## src/rtl/inter_board_link_pkg.sv

```systemverilog
// Shared definitions for the inter-board link transmitter and receiver: header layout,
// frame types, FSM states and beat-count helper.
package inter_board_link_pkg;

  localparam int unsigned HdrFlyingBit = 0;
  localparam int unsigned HdrOddBit    = 1;
  localparam int unsigned HdrTypeBit   = 2;

  localparam logic FrameData   = 1'b1;
  localparam logic FrameStatus = 1'b0;

  typedef enum logic [1:0] {
    StIdle,
    StHeader,
    StPayload
  } link_state_e;

  function automatic int unsigned num_beats(input int unsigned width,
                                            input int unsigned link_width);
    return (width + link_width - 1) / link_width;
  endfunction

endpackage

```

## src/rtl/link_beat_mux.sv

```systemverilog
// Selects payload beat beat_cnt (LSB-first) from a held word; the last beat is zero-padded.
module link_beat_mux #(
  parameter int unsigned DATA_WIDTH = 25,
  parameter int unsigned LINK_WIDTH = 8,
  parameter int unsigned NUM_BEATS  = 4,
  parameter int unsigned CNT_WIDTH  = 2
) (
  input  logic [DATA_WIDTH-1:0] data,
  input  logic [CNT_WIDTH-1:0]  beat_cnt,
  output logic [LINK_WIDTH-1:0] beat
);

  localparam int unsigned PaddedWidth = NUM_BEATS * LINK_WIDTH;

  logic [PaddedWidth-1:0] padded;

  always_comb begin
    padded                   = '0;
    padded[DATA_WIDTH-1:0]   = data;
    beat                     = '0;
    for (int unsigned i = 0; i < NUM_BEATS; i++) begin
      if (beat_cnt == CNT_WIDTH'(i)) begin
        beat = padded[i*LINK_WIDTH +: LINK_WIDTH];
      end
    end
  end

endmodule

```

## src/rtl/inter_board_link_tx.sv

```systemverilog
// Transmit half of the inter-board link: frames held words and local flags onto a narrow channel.
// Defining LINK_PARITY_EN adds an even-parity output accompanying every beat.
module inter_board_link_tx
  import inter_board_link_pkg::*;
#(
  parameter int unsigned CODE_DISTANCE_X = 5,
  parameter int unsigned CODE_DISTANCE_Z = 4,
  parameter int unsigned LINK_WIDTH      = 8,
  localparam int unsigned MaxDistance    = (CODE_DISTANCE_X > CODE_DISTANCE_Z) ?
                                           CODE_DISTANCE_X : CODE_DISTANCE_Z,
  localparam int unsigned FINAL_FIFO_WIDTH = 2 * 3 * $clog2(MaxDistance) + 2 +
                                             $clog2(MaxDistance * CODE_DISTANCE_Z),
  localparam int unsigned NUM_BEATS      = num_beats(FINAL_FIFO_WIDTH, LINK_WIDTH)
) (
  input  logic                        clk,
  input  logic                        reset,
  input  logic [FINAL_FIFO_WIDTH-1:0] in_data,
  input  logic                        in_valid,
  output logic                        in_ready,
  input  logic                        has_message_flying,
  input  logic                        has_odd_clusters,
  output logic [LINK_WIDTH-1:0]       link_data,
  output logic                        link_valid,
  input  logic                        link_ready,
  output logic                        tx_busy
`ifdef LINK_PARITY_EN
  ,
  output logic                        link_parity
`endif
);

  localparam int unsigned BeatCntW = (NUM_BEATS > 1) ? $clog2(NUM_BEATS) : 1;
  localparam logic [BeatCntW-1:0] LastBeat = BeatCntW'(NUM_BEATS - 1);

  link_state_e                 state;
  logic                        hold_valid;
  logic [FINAL_FIFO_WIDTH-1:0] hold_data;
  logic [BeatCntW-1:0]         beat_cnt;
  logic [1:0]                  hdr_status;
  logic [1:0]                  last_sent;
  logic                        hdr_type;

  logic [1:0]                  flags;
  logic                        link_hs;
  logic [LINK_WIDTH-1:0]       header_beat;
  logic [LINK_WIDTH-1:0]       payload_beat;

  // Flags packed as {odd, flying} to match header bit order.
  assign flags    = {has_odd_clusters, has_message_flying};
  assign in_ready = !hold_valid && reset;
  assign link_hs  = link_valid && link_ready;

  always_ff @(posedge clk) begin
    if (!reset) begin
      state      <= StIdle;
      hold_valid <= 1'b0;
      hold_data  <= '0;
      beat_cnt   <= '0;
      hdr_status <= 2'b00;
      last_sent  <= 2'b00;
      hdr_type   <= FrameStatus;
    end else begin
      if (in_valid && in_ready) begin
        hold_data  <= in_data;
        hold_valid <= 1'b1;
      end
      unique case (state)
        StIdle: begin
          if (hold_valid) begin
            state      <= StHeader;
            hdr_type   <= FrameData;
            hdr_status <= flags;
          end else if (flags != last_sent) begin
            state      <= StHeader;
            hdr_type   <= FrameStatus;
            hdr_status <= flags;
          end
        end
        StHeader: begin
          if (link_hs) begin
            last_sent <= hdr_status;
            if (hdr_type == FrameData) begin
              state    <= StPayload;
              beat_cnt <= '0;
            end else begin
              state <= StIdle;
            end
          end
        end
        StPayload: begin
          if (link_hs) begin
            beat_cnt <= beat_cnt + 1'b1;
            if (beat_cnt == LastBeat) begin
              hold_valid <= 1'b0;
              state      <= StIdle;
            end
          end
        end
        default: state <= StIdle;
      endcase
    end
  end

  link_beat_mux #(
    .DATA_WIDTH (FINAL_FIFO_WIDTH),
    .LINK_WIDTH (LINK_WIDTH),
    .NUM_BEATS  (NUM_BEATS),
    .CNT_WIDTH  (BeatCntW)
  ) u_beat_mux (
    .data     (hold_data),
    .beat_cnt (beat_cnt),
    .beat     (payload_beat)
  );

  always_comb begin
    header_beat               = '0;
    header_beat[HdrFlyingBit] = hdr_status[0];
    header_beat[HdrOddBit]    = hdr_status[1];
    header_beat[HdrTypeBit]   = hdr_type;
  end

  always_comb begin
    link_data = '0;
    unique case (state)
      StHeader:  link_data = header_beat;
      StPayload: link_data = payload_beat;
      default:   link_data = '0;
    endcase
  end

  assign link_valid = (state != StIdle);
  assign tx_busy    = hold_valid || (state != StIdle);

`ifdef LINK_PARITY_EN
  assign link_parity = ^link_data;
`endif

endmodule

```

## config.mk

```make
export PLATFORM = sky130hd
export DESIGN_NAME = inter_board_link_tx
export DESIGN_NICKNAME = d
export VERILOG_FILES = /design/src/rtl/inter_board_link_pkg.sv /design/src/rtl/link_beat_mux.sv /design/src/rtl/inter_board_link_tx.sv
export SDC_FILE = /design/constraint.sdc
export NUM_CORES = 1
export LEC_CHECK = 0
export BUFFER_PORTS_ARGS = -buffer_cell sky130_fd_sc_hd__buf_2
export CAP_MARGIN = 30
export CORE_AREA = 5 5 74 56
export DETAILED_ROUTE_END_ITERATION = 8
export DIE_AREA = 0 0 79 61
export GPL_TIMING_DRIVEN = 0
export PLACE_DENSITY = 0.8
export REMOVE_ABC_BUFFERS = 1
export SYNTH_ARGS = -nofsm -noshare
export SYNTH_HDL_FRONTEND = slang
export SYNTH_SLANG_ARGS = --single-unit
```

## constraint.sdc

```tcl
create_clock -name clk -period 3.5 [get_ports clk]
set_clock_uncertainty 0.15 [all_clocks]
set_input_delay 0.875 -clock clk [delete_from_list [all_inputs] [get_ports clk]]
set_output_delay 0.875 -clock clk [all_outputs]
set_load 0.02 [all_outputs]
```

==> run summary <==
status -> complete, no violations
Residual DRC -> 0
CP arrival -> 1.95 ns
port bufs -> 41
fin nets -> 302
EDFF count, synth -> 0
Startpoint Class -> register
vias in the first global route -> 1421
Max-Cap Viols -> 0
ANT nets after route -> 0
fmax -> 336.3 MHz
Storage cell area -> 700.7 sq um
Layout area overhead -> 13.32%
RSZ-0062 raised after global routing -> no
Synth cell types -> 33
cts hold-fix bufs -> 0
area of the multi-input gates -> 929.6 sq um
worst vdd ir -> 0.0002885 V
Cell Chain, Critical Path -> inv_1, ha_1, nand3b_1, a21oi_1, a21oi_1, o21ai_0, buf_2
Final Power -> 931.4 uW
hpwl dp -> 2588 um
gr ovfl total -> 0
Pleak -> 0.8207 nW
Yosys reg bits -> 35
CP endpoint kind -> output port
Ys Warns -> 0
Post-Place Setup Slack -> 0.6579 ns
TNS Setup -> 0 ns
final setup fails -> 0
vias per std cell -> 5.203
Worst slew margin -> 0.4710
Yosys top cell area share -> 0.3946
DIE HEIGHT -> 61 um
placed instance area -> 0.001908 sq mm
CP dominant cell by count -> a21oi_1
CTS tree -> yes
FP Rows -> 18
GRT Total Usage -> 0.1715
first-pass detailed-route iteration total -> 4
Power Dens Cells -> 463.0 mW/mm^2
highest-delay cell along the critical path -> dfxtp_1
Antenna diodes -> 0
count leader, synth -> nand2_1
clk_lat worst skew -> 0.29 ns
Max H-tree Level -> 2
period utilisation layout -> 0.8497
Slew @ Worst Pin -> 0.7934 ns
area of the mapped netlist -> 0.001775 sq mm
Post-Synthesis Cells -> 234
CTS Buf Count -> 5
critical path data required time -> 2.47 ns
first-pass GRT wire length -> 6223 um
Die ar. -> 0.004819 sq mm
DR iter-0 viols -> 109
max-slew violation count -> 0
core box area -> 0.003356 sq mm
Synth Area per Inst -> 7.587 sq um
r2r setup slk -> 1.50 ns
FILL cells -> 326
Reg clk slew, reported paths -> 0.07 ns
worst hold margin -> 0.2998 ns
final WL -> 3721 um
post-route setup slack -> 0.5261 ns
fin util -> 0.5996
Crit Path Max Fanout -> 16
Post-CTS Setup Inserts -> 0
post-synth top area cell -> dfxtp_1
CTS root buffer -> clkbuf_8
TritonCTS sink count -> 35
Post-synth ARST share -> 0
final instance area -> 0.002012 sq mm
initial core utilization -> 0.5291
hold crit path type -> register to register
Placed Cells -> 297
DR WL/cell -> 12.20 um
Post-synth top cells -> nand2_1, dfxtp_1, o21ai_1, a21oi_1, nand3_1
register area share after synthesis -> 0.3946
dominant synthesized flop cell -> dfxtp_1
slowest stage delay, CP -> 0.39 ns
routability cong. -> 0.7989
die width -> 79 um
largest cells by area after synthesis -> dfxtp_1, nand2_1, o21ai_1, a21oi_1, ha_1
Setup CP Type -> register to output port
Ports -> 42
layout cells sized above 1 -> 0.2038
clk buf depth -> 2
non-filler instance count after layout -> 305
Final Hold Vio Count -> 0
antenna violations before repair -> 0
via count -> 1587
post-cts resize count -> 0
Final min period -> 2.974 ns
largest net degree at the start of global routing -> 51
[where the power goes]
part / internal, mW / switching (mW)
registers: 0.428 / 0.0186
clock network: 0.179 / 0.147
logic: 0.0638 / 0.0953
total: 0.671 / 0.261
[area by class of cell]
class	count	area share
Multi-Input combinational cell	175	0.4621
Sequential cell	35	0.3483
Timing Repair Buffer	41	0.1020
Clock buffer	7	0.04789
Tap cell	40	0.02488
Inverter	6	0.01119
Clock inverter	1	0.003731
[worst max-delay path: cells and delay by family, from the launching register on]
family	cells	cell delay, ns
DFF	1	0.39
buffers and inverters	2	0.28
and+or+nand+nor	1	0.23
AOI/OAI and AO/OA	3	0.41
adders and majority gates	1	0.35
[state kept, by name, indices dropped and copies added (netlist names)]
| register | count |
|---|---|
| last_sent | 2 |
| hdr_type | 1 |
| beat_cnt | 2 |
| hold_valid | 1 |
| state | 2 |
| hdr_status | 2 |
| hold_data | 25 |
[routing by layer]
layer | share of wire | vias to the layer above | track usage
met5 | 0 | - | 0
met4 | 0.023 | 0 | 0.09804
met3 | 0.066 | 10 | 0.03858
met2 | 0.45 | 44 | 0.2854
met1 | 0.46 | 693 | 0.2092
li1 | - | 840 | -
[cells by family (layout without fill, tap and decap cells)]
kind of cell,after synthesis,count (layout),share of synthesized area
multiplexers,2,2,0.01198
XOR/XNOR,2,2,0.01410
flip-flops,35,35,0.3946
AND/OR/NAND/NOR,101,101,0.2481
AO/OA/AOI/OAI,63,63,0.1994
buffers and inverters,24,55,0.08245
adder cells (fa/ha/maj),7,7,0.04933
[final timing paths]
path,startpoint,depth (start not counted),end
min reg2reg,hold_data[9],2,hold_data[9]
max,beat_cnt[1],7,link_data[1]
max reg2reg,state[0],6,state[1]
min,hold_data[9],2,hold_data[9]
[layout by cell type, fill, tap and decap left out]
cell,Yosys,routed
nand2_1,68,68
buf_2,6,41
dfxtp_1,35,35
o21ai_1,26,26
a21oi_1,18,18
nand3_1,9,9
o21ai_0,7,7
nand3b_1,7,7
nor2_1,7,7
ha_1,7,7
clkbuf_8,0,7
inv_1,6,6
a21boi_0,4,4
nand2b_1,3,3
nor2b_1,2,2
nand4_1,2,2
a22oi_1,1,1
or2_1,1,1
and2_2,0,1
mux2_2,1,1
a21oi_2,1,1
xor2_2,1,1
xor2_1,1,1
nor3_1,1,1
o211a_1,1,1
a2bb2oi_1,1,1
a211o_1,1,1
a21boi_2,1,1
o31ai_1,1,1
mux2i_1,1,1
a31oi_1,1,1
clkinvlp_4,0,1
Power figures use the tool's default switching activity.
